===== config.mk =====
export PLATFORM = sky130hd
export DESIGN_NAME = ps2_key_status
export DESIGN_NICKNAME = d
export VERILOG_FILES = /design/src/rtl/ps2_key_status.sv
export SDC_FILE = /design/constraint.sdc
export NUM_CORES = 1
export LEC_CHECK = 0
export BUFFER_PORTS_ARGS = -buffer_cell sky130_fd_sc_hd__buf_2
export CORE_MARGIN = 5
export CORE_UTILIZATION = 30
export CTS_CLUSTER_SIZE = 10
export DETAILED_ROUTE_END_ITERATION = 10
export PLACE_DENSITY = 0.46
export SETUP_SLACK_MARGIN = 0.02
export SYNTH_ARGS = -nofsm -noshare
export SYNTH_HDL_FRONTEND = slang
export SYNTH_SLANG_ARGS = --single-unit

===== constraint.sdc =====
create_clock -name clk -period 4.59 [get_ports clk]
set_input_delay 0 -clock clk [delete_from_list [all_inputs] [get_ports clk]]
set_output_delay 0 -clock clk [all_outputs]
set_load 0.02 [all_outputs]

===== src/rtl/ps2_key_status.sv =====
// PS/2 set-2 keyboard front end. It synchronises and filters the pins, receives
// 11-bit frames and keeps a held-key bitmap for the letters A..Z.
module ps2_key_status #(
    parameter int FILTER_LEN     = 8,
    parameter int TIMEOUT_CYCLES = 100000
) (
    input  logic        clk,
    input  logic        reset,
    input  logic        ps2_clk,
    input  logic        ps2_data,
    output logic [25:0] key_status,
    output logic        any_key,
    output logic        scan_valid,
    output logic [7:0]  scan_code,
    output logic        frame_err
);
    localparam int FW = (FILTER_LEN > 2) ? $clog2(FILTER_LEN) : 1;
    localparam int TW = (TIMEOUT_CYCLES > 2) ? $clog2(TIMEOUT_CYCLES) : 1;
    localparam logic [FW-1:0] FMAX = FW'(FILTER_LEN - 1);
    localparam logic [TW-1:0] TMAX = TW'(TIMEOUT_CYCLES - 1);

    localparam logic [1:0] S_IDLE = 2'd0;
    localparam logic [1:0] S_DATA = 2'd1;
    localparam logic [1:0] S_PAR  = 2'd2;
    localparam logic [1:0] S_STOP = 2'd3;

    logic [1:0]    clk_s, dat_s;
    logic          flt;
    logic [FW-1:0] fcnt;
    logic          fall_stb, din;

    logic [1:0]    state;
    logic [2:0]    bit_cnt;
    logic [7:0]    shreg;
    logic          par_ok;
    logic [TW-1:0] tcnt;
    logic          tmo;

    logic          brk, ext;
    logic [4:0]    idx;
    logic          hit;
    logic [25:0]   ks_nxt;

    // The filtered clock flips only after FILTER_LEN agreeing samples; the
    // strobe fires in the cycle that the flip to 0 is committed.
    always_ff @(posedge clk or posedge reset) begin
        if (reset) begin
            clk_s <= 2'b00;
            dat_s <= 2'b00;
            flt   <= 1'b1;
            fcnt  <= '0;
        end else begin
            clk_s <= {clk_s[0], ps2_clk};
            dat_s <= {dat_s[0], ps2_data};
            if (clk_s[1] != flt) begin
                if (fcnt == FMAX) begin
                    flt  <= clk_s[1];
                    fcnt <= '0;
                end else begin
                    fcnt <= fcnt + 1'b1;
                end
            end else begin
                fcnt <= '0;
            end
        end
    end

    assign fall_stb = flt & ~clk_s[1] & (fcnt == FMAX);
    assign din      = dat_s[1];
    assign tmo      = (state != S_IDLE) & ~fall_stb & (tcnt == TMAX);

    always_ff @(posedge clk or posedge reset) begin
        if (reset) begin
            state      <= S_IDLE;
            bit_cnt    <= '0;
            shreg      <= '0;
            par_ok     <= 1'b0;
            tcnt       <= '0;
            scan_valid <= 1'b0;
            scan_code  <= '0;
            frame_err  <= 1'b0;
        end else begin
            scan_valid <= 1'b0;
            frame_err  <= 1'b0;
            if (tmo) begin
                state     <= S_IDLE;
                tcnt      <= '0;
                frame_err <= 1'b1;
            end else begin
                if (state == S_IDLE || fall_stb) tcnt <= '0;
                else                             tcnt <= tcnt + 1'b1;
                if (fall_stb) begin
                    case (state)
                        S_IDLE: if (!din) begin
                            state   <= S_DATA;
                            bit_cnt <= '0;
                        end
                        S_DATA: begin
                            shreg   <= {din, shreg[7:1]};
                            bit_cnt <= bit_cnt + 1'b1;
                            if (bit_cnt == 3'd7) state <= S_PAR;
                        end
                        S_PAR: begin
                            par_ok <= ^{din, shreg};
                            state  <= S_STOP;
                        end
                        default: begin
                            if (par_ok && din) begin
                                scan_valid <= 1'b1;
                                scan_code  <= shreg;
                            end else begin
                                frame_err <= 1'b1;
                            end
                            state <= S_IDLE;
                        end
                    endcase
                end
            end
        end
    end

    always_comb begin
        hit = 1'b1;
        idx = 5'd0;
        case (scan_code)
            8'h1C: idx = 5'd0;   8'h32: idx = 5'd1;   8'h21: idx = 5'd2;
            8'h23: idx = 5'd3;   8'h24: idx = 5'd4;   8'h2B: idx = 5'd5;
            8'h34: idx = 5'd6;   8'h33: idx = 5'd7;   8'h43: idx = 5'd8;
            8'h3B: idx = 5'd9;   8'h42: idx = 5'd10;  8'h4B: idx = 5'd11;
            8'h3A: idx = 5'd12;  8'h31: idx = 5'd13;  8'h44: idx = 5'd14;
            8'h4D: idx = 5'd15;  8'h15: idx = 5'd16;  8'h2D: idx = 5'd17;
            8'h1B: idx = 5'd18;  8'h2C: idx = 5'd19;  8'h3C: idx = 5'd20;
            8'h2A: idx = 5'd21;  8'h1D: idx = 5'd22;  8'h22: idx = 5'd23;
            8'h35: idx = 5'd24;  8'h1A: idx = 5'd25;
            default: hit = 1'b0;
        endcase
    end

    always_comb begin
        ks_nxt = key_status;
        if (scan_valid && !ext && hit) ks_nxt[idx] = ~brk;
    end

    // Prefix flags survive only until the next accepted byte or any frame error.
    always_ff @(posedge clk or posedge reset) begin
        if (reset) begin
            brk        <= 1'b0;
            ext        <= 1'b0;
            key_status <= '0;
            any_key    <= 1'b0;
        end else begin
            if (frame_err) begin
                brk <= 1'b0;
                ext <= 1'b0;
            end else if (scan_valid) begin
                if (scan_code == 8'hF0)      brk <= 1'b1;
                else if (scan_code == 8'hE0) ext <= 1'b1;
                else begin
                    brk <= 1'b0;
                    ext <= 1'b0;
                end
            end
            key_status <= ks_nxt;
            any_key    <= |ks_nxt;
        end
    end
endmodule


* Word level (Yosys, flattened, before mapping)
Cells that the tools add are included.
** Word-level totals
- Bits in registers :: 78
- Output and inout bits :: 37
- Logic and storage cells :: 125
- Input port bits :: 4
** Cells by class
- Reduce and logical (&&, ||, !) cells :: 23
- Order comparisons :: 2
- Bitwise logic cells :: 9
- Multiplexer cells :: 33
- Equality and inequality tests :: 39
- Add/sub/neg operators :: 3
** Operators with widths (count)
- $eq 8x6->1 const B :: 16
- $pmux 5 s25 :: 1
- $reduce_or 26->1 :: 2
- $eq 8x5->1 const B :: 5
- $eq 8x7->1 const B :: 5
- $mux 17 :: 2
- $bwmux 26 :: 1
- $mux 26 :: 1
- $mux 1 :: 18
- $add 17x1->17 const B :: 1
- $eq 17x17->1 const B :: 1
- $eq 8x8->1 const B :: 2
- $mux 3 :: 3
- $ne 3x3->1 const B :: 3
- $reduce_and 3->1 :: 3
- $reduce_xor 9->1 :: 1
- $mux 2 :: 4
- $reduce_and 4->1 :: 2
- $reduce_bool 2->1 :: 4
- $add 3x1->3 const B :: 2
- $eq 3x3->1 const B :: 2
- $lt 5x6->1 const B :: 1
- $pmux 2 s3 :: 1
- $pmux 3 s2 :: 1
- 14 further kinds :: 27

* Depth between registers and ports, before layout
- Depth in word-level cells :: 9
- Gate-level depth with buffers :: 11
- Mapped depth without buffers :: 10

* Least setup slack after synthesis
OpenSTA, ideal clock, no wires.
- Path type :: register to register
- From :: register scan_code[5]
- To :: register any_key
- Library setup time :: 0.141 ns
- Arrival :: 2.747 ns
- Data required time :: 4.449 ns
- Buffers on the path :: 3
- Period minus slack after synthesis :: 2.888 ns
- Stages on the path, launching flop included :: 12
- Setup slack :: 1.702 ns
- Cell sequence :: dfrtp_1 -> buf_6 -> nor4b_4 -> o2bb2ai_1 -> or2_1 -> buf_6 -> or4_1 -> buf_2 -> o31a_1 -> or4_1 -> nor4_2 -> nand4_1
** On the way
- Cells in the longest elaborated chain, start to end :: 9
- Elaborated cells on any way between the ends :: 38
- Those cells by class :: 2 x order compare; 26 x eq/ne; 6 x mux; 4 x reduce/logical
** RTL lines
- start, declared :: RTL line 14 : output logic [7:0] scan_code,
- start signal, assigned :: RTL line 110 : scan_code <= shreg;
- $eq 8x5->1, or another cell as far along :: RTL line 125 : case (scan_code)
- $pmux 5 s25 :: RTL line 125
- $lt 5x6->1 (not written as such) / $ge 5x1->1 (equally long branches) :: RTL line 141 : if (scan_valid && !ext && hit) ks_nxt[idx] = ~brk;
- $logic_and 1x1->1 (not written as such) :: RTL line 141
- $mux 1 (not written as such) :: RTL line 141
- $demux 1 s5 :: RTL line 141
- $bwmux 26 :: RTL line 141
- $mux 26 (*) :: RTL line 141
- $reduce_or 26->1 (*) :: RTL line 164 : any_key <= |ks_nxt;
- end signal, assigned :: RTL line 164
- end, declared :: RTL line 12 : output logic any_key,
Mark *: on every way between the ends. The rest lies on a longest branch, timed or not.
A chain may end at the register's enable or synchronous reset.

* Worst setup path in the final report
- From :: register scan_code[4]
- To :: register any_key
** On the way
- Cells in the longest elaborated chain, start to end :: 9
- Elaborated cells on any way between the ends :: 38
- Those cells by class :: 2 x order compare; 26 x eq/ne; 6 x mux; 4 x reduce/logical
** RTL lines
- $eq 8x5->1, or another cell as far along :: RTL line 125
- $pmux 5 s25 :: RTL line 125
- $lt 5x6->1 (not written as such) / $ge 5x1->1 (equally long branches) :: RTL line 141
- $logic_and 1x1->1 (not written as such) :: RTL line 141
- $mux 1 (not written as such) :: RTL line 141
- $demux 1 s5 :: RTL line 141
- $bwmux 26 :: RTL line 141
- $mux 26 (*) :: RTL line 141
- net ks_nxt[9] :: RTL line 42 : logic [25:0] ks_nxt;
- $reduce_or 26->1 (*) :: RTL line 164
The timed path passes the listed nets; every way through them passes the cells marked *.

==> results.sh <==
export IMPL_cts_buffers=9
export IMPL_grtUsageTotal_pct=13.50
export IMPL_path_cells="or4b_1, o22ai_1, a32o_1, or4_1, nor3_1, mux2_2, a2111oi_0, nand4_1"
export IMPL_rsz0062_at_grt="false"
export IMPL_die_w_um=133.3
export IMPL_grt_pass1_vias=3665
export IMPL_fmax_mhz=279.9
export IMPL_power_density_nw_per_um2=283.5
export IMPL_first_iter_violations=261
export IMPL_async_flop_share_pct=100.0
export IMPL_dieArea_um2=17760
export IMPL_cts_tree="built"
export IMPL_fin_nets=513
export IMPL_final_max_slew_viol_count=0
export IMPL_path_buf_inv=0
export IMPL_worst_pin_slew_ns=0.9931
export IMPL_rr_endpoint="any_key$_DFF_PP0_"
export IMPL_path_clk_slew_ns=0.06
export IMPL_yosysMostFrequentCell="dfrtp_1"
export IMPL_io_pins=41
export IMPL_ys_flop_type="dfrtp_1"
export IMPL_antenna_found_initial=0
export IMPL_setup_tns_ns=0
export IMPL_final_hold_viol_count=56
export IMPL_cp_max_fo=22
export IMPL_cts_buffer_depth=2
export IMPL_crit_arrival_ns=3.77
export IMPL_dr_pass1_iters=5
export IMPL_drc=0
export IMPL_syn_instance_count=468
export IMPL_fp_coreArea_um2=15030
export IMPL_placed_cells=674
export IMPL_cts_root_buffer="clkbuf_16"
export IMPL_synth_distinct_cells=68
export IMPL_clkSinkCount=78
export IMPL_fin_crit_ns=3.572
export IMPL_synth_edff_count=0
export IMPL_hp_class="primary input to asynchronous set/reset pin"
export IMPL_clock_latency_ns=0.35
export IMPL_rr_worst_depth=8
export IMPL_final_antenna_net_count=0
export IMPL_crit_type="register to register"
export IMPL_synth_area_leader_cell="dfrtp_1"
export IMPL_grt_pass1_wl_mm=19.23
export IMPL_p_leak_uw=0.002299
export IMPL_cp_slowest_cell="dfrtp_1"
export IMPL_final_layout_size_suffix_gt1_share_pct=18.85
export IMPL_cts_resized=0
export IMPL_synth_seq_cells=78
export IMPL_irDropWorstVdd_mv=0.1702
export IMPL_rows=45
export IMPL_max_slew_margin_pct=33.79
export IMPL_syn_area_per_cell_um2=9.740
export IMPL_max_cap_viol_count=0
export IMPL_initial_core_util_pct=30.32
export IMPL_area_growth_pct=13.59
export IMPL_grt_start_max_net_pins=79
export IMPL_routedWlPerCell_um=16.65
export IMPL_whs_ns=-0.04599
export IMPL_synth_area_leaders="dfrtp_1, mux2_2, nor2_1"
export IMPL_io_buffers=40
export IMPL_ys_top_cells_by_count="dfrtp_1, nor2_1, nand2_1"
export IMPL_syn_num_nets=482
export IMPL_ys_warn_count=0
export IMPL_synth_area_um2=4558
export IMPL_skew_ns=0.006904
export IMPL_vias_per_cell=5.282
export IMPL_r2r_slack_ns=1.02
export IMPL_end_kind="register"
export IMPL_gp_congestion=0.8542
export IMPL_synth_top_area_share_pct=42.27
export IMPL_r2r_start="scan_code[4]$_DFFE_PP0P_"
export IMPL_setup_violations=0
export IMPL_period_share_pct=77.82
export IMPL_cts_htree_levels=3
export IMPL_via_count=3655
export IMPL_cp_start_kind="register"
export IMPL_n_antenna_cell=0
export IMPL_status="complete, but fails checks"
export IMPL_seq_area_frac_synth_pct=42.85
export IMPL_dp_hpwl_mm=8.083
export IMPL_drt_wl_total_mm=11.52
export IMPL_die_h_um=133.3
export IMPL_crit_family="simple AND/OR/NAND/NOR gates"
export IMPL_layoutNonFillerInstCount=692
export IMPL_crit_required_ns=4.79
export IMPL_grt_overflow=0
export IMPL_max_stage_delay_ns=0.78
export IMPL_violations="hold timing"
==> registers in the layout (all words and copies together), names as in the netlist, 2 cells and up <==
signal / cells
fcnt: 3
shreg: 8
dat_s: 2
scan_code: 8
clk_s: 2
tcnt: 17
key_status: 26
state: 2
bit_cnt: 3
==> worst max-delay path by stage <==
stage,from,to,slack [ns],cells past startpoint
floorplan,scan_code[5]$_DFFE_PP0P_,any_key$_DFF_PP0_,1.70,11
global placement,scan_code[4]$_DFFE_PP0P_,any_key$_DFF_PP0_,1.14,8
detailed placement,scan_code[4]$_DFFE_PP0P_,any_key$_DFF_PP0_,1.05,8
CTS,scan_code[4]$_DFFE_PP0P_,any_key$_DFF_PP0_,1.05,8
global route,scan_code[4]$_DFFE_PP0P_,any_key$_DFF_PP0_,0.69,7
finish,scan_code[4]$_DFFE_PP0P_,any_key$_DFF_PP0_,1.02,8
==> logic make-up (layout without fill, tap and decap cells) <==
family	Yosys count	count (layout)	share of synthesized area, %
buffers and inverters	46	82	4.941
flip-flops	78	78	42.85
multiplexers	31	31	7.494
XOR/XNOR	27	27	5.353
AO/OA/AOI/OAI	91	91	14.52
AND/OR/NAND/NOR	185	185	22.10
adder cells (fa/ha/maj)	10	10	2.745
==> routing by layer <==
metal,global-route usage (%),wire length (µm)
met1,16.87,5107
met2,22.12,5530
met3,3.361,578
met4,6.000,303
met5,0,0
==> placed cells by master, fill, tap and decap left out, drive strengths merged, types with 8 or more instances in the layout <==
cell type / instances
o31ai: 8
xor2: 13
o21ai: 19
inv: 22
clkbuf: 13
buf: 41
a21oi: 12
nor3: 11
nor2b: 8
nor2: 44
nor4: 9
dfrtp: 77
mux2: 25
nand2b: 8
xnor2: 14
ha: 10
nand2: 43
nand3: 16
==> power breakdown <==
part	leakage, µW	switching (µW)	total, µW	internal, µW
Sequential	0.00107	5.45	706	701
Combinational	0.00108	23.7	37.5	13.8
Clock	0.000144	288	724	437
Total	0.00230	317	1470	1150
==> worst register-to-register path, cell delays in order, from the launching register on <==
cell and delay [ns]:
dfrtp_1 0.78, or4b_1 0.36, o22ai_1 0.12, a32o_1 0.25, or4_1 0.71, nor3_1 0.28, mux2_2 0.37, a2111oi_0 0.40
nand4_1 0.17
==> area by class of cell <==
cell class	count	area, µm²
flip-flops and latches	78	1953
repair buffers	43	227.7
clock inverters	3	43.79
multi-input cells	344	2380
well taps	188	235.2
fillers	1551	9856
clock buffers	13	250.2
inverters	23	87.58
==> stage by stage <==
step | total power [µW] | hold WS (ns) | util, % | setup slack [ns] | area (µm²)
after floorplan | 745.5 | 0.03143 | - | 1.702 | 4558
after global placement | 755.6 | 0.1088 | 32.35 | 1.143 | 4863
after detailed placement | 756.6 | 0.1093 | 32.35 | 1.052 | 4863
after CTS | 1495 | 0.01712 | 34.44 | 1.045 | 5177
after global routing | 1524 | 0.06119 | 34.44 | 0.6869 | 5177
final | 1468 | -0.04599 | 34.44 | 1.018 | 5177
==> timing repair <==
action	4_1_cts	5_1_grt
hold endpoints to repair	2	0
hold buffers	2	0
setup buffers	0	0
Note: power is estimated with default switching activity, not from simulation.
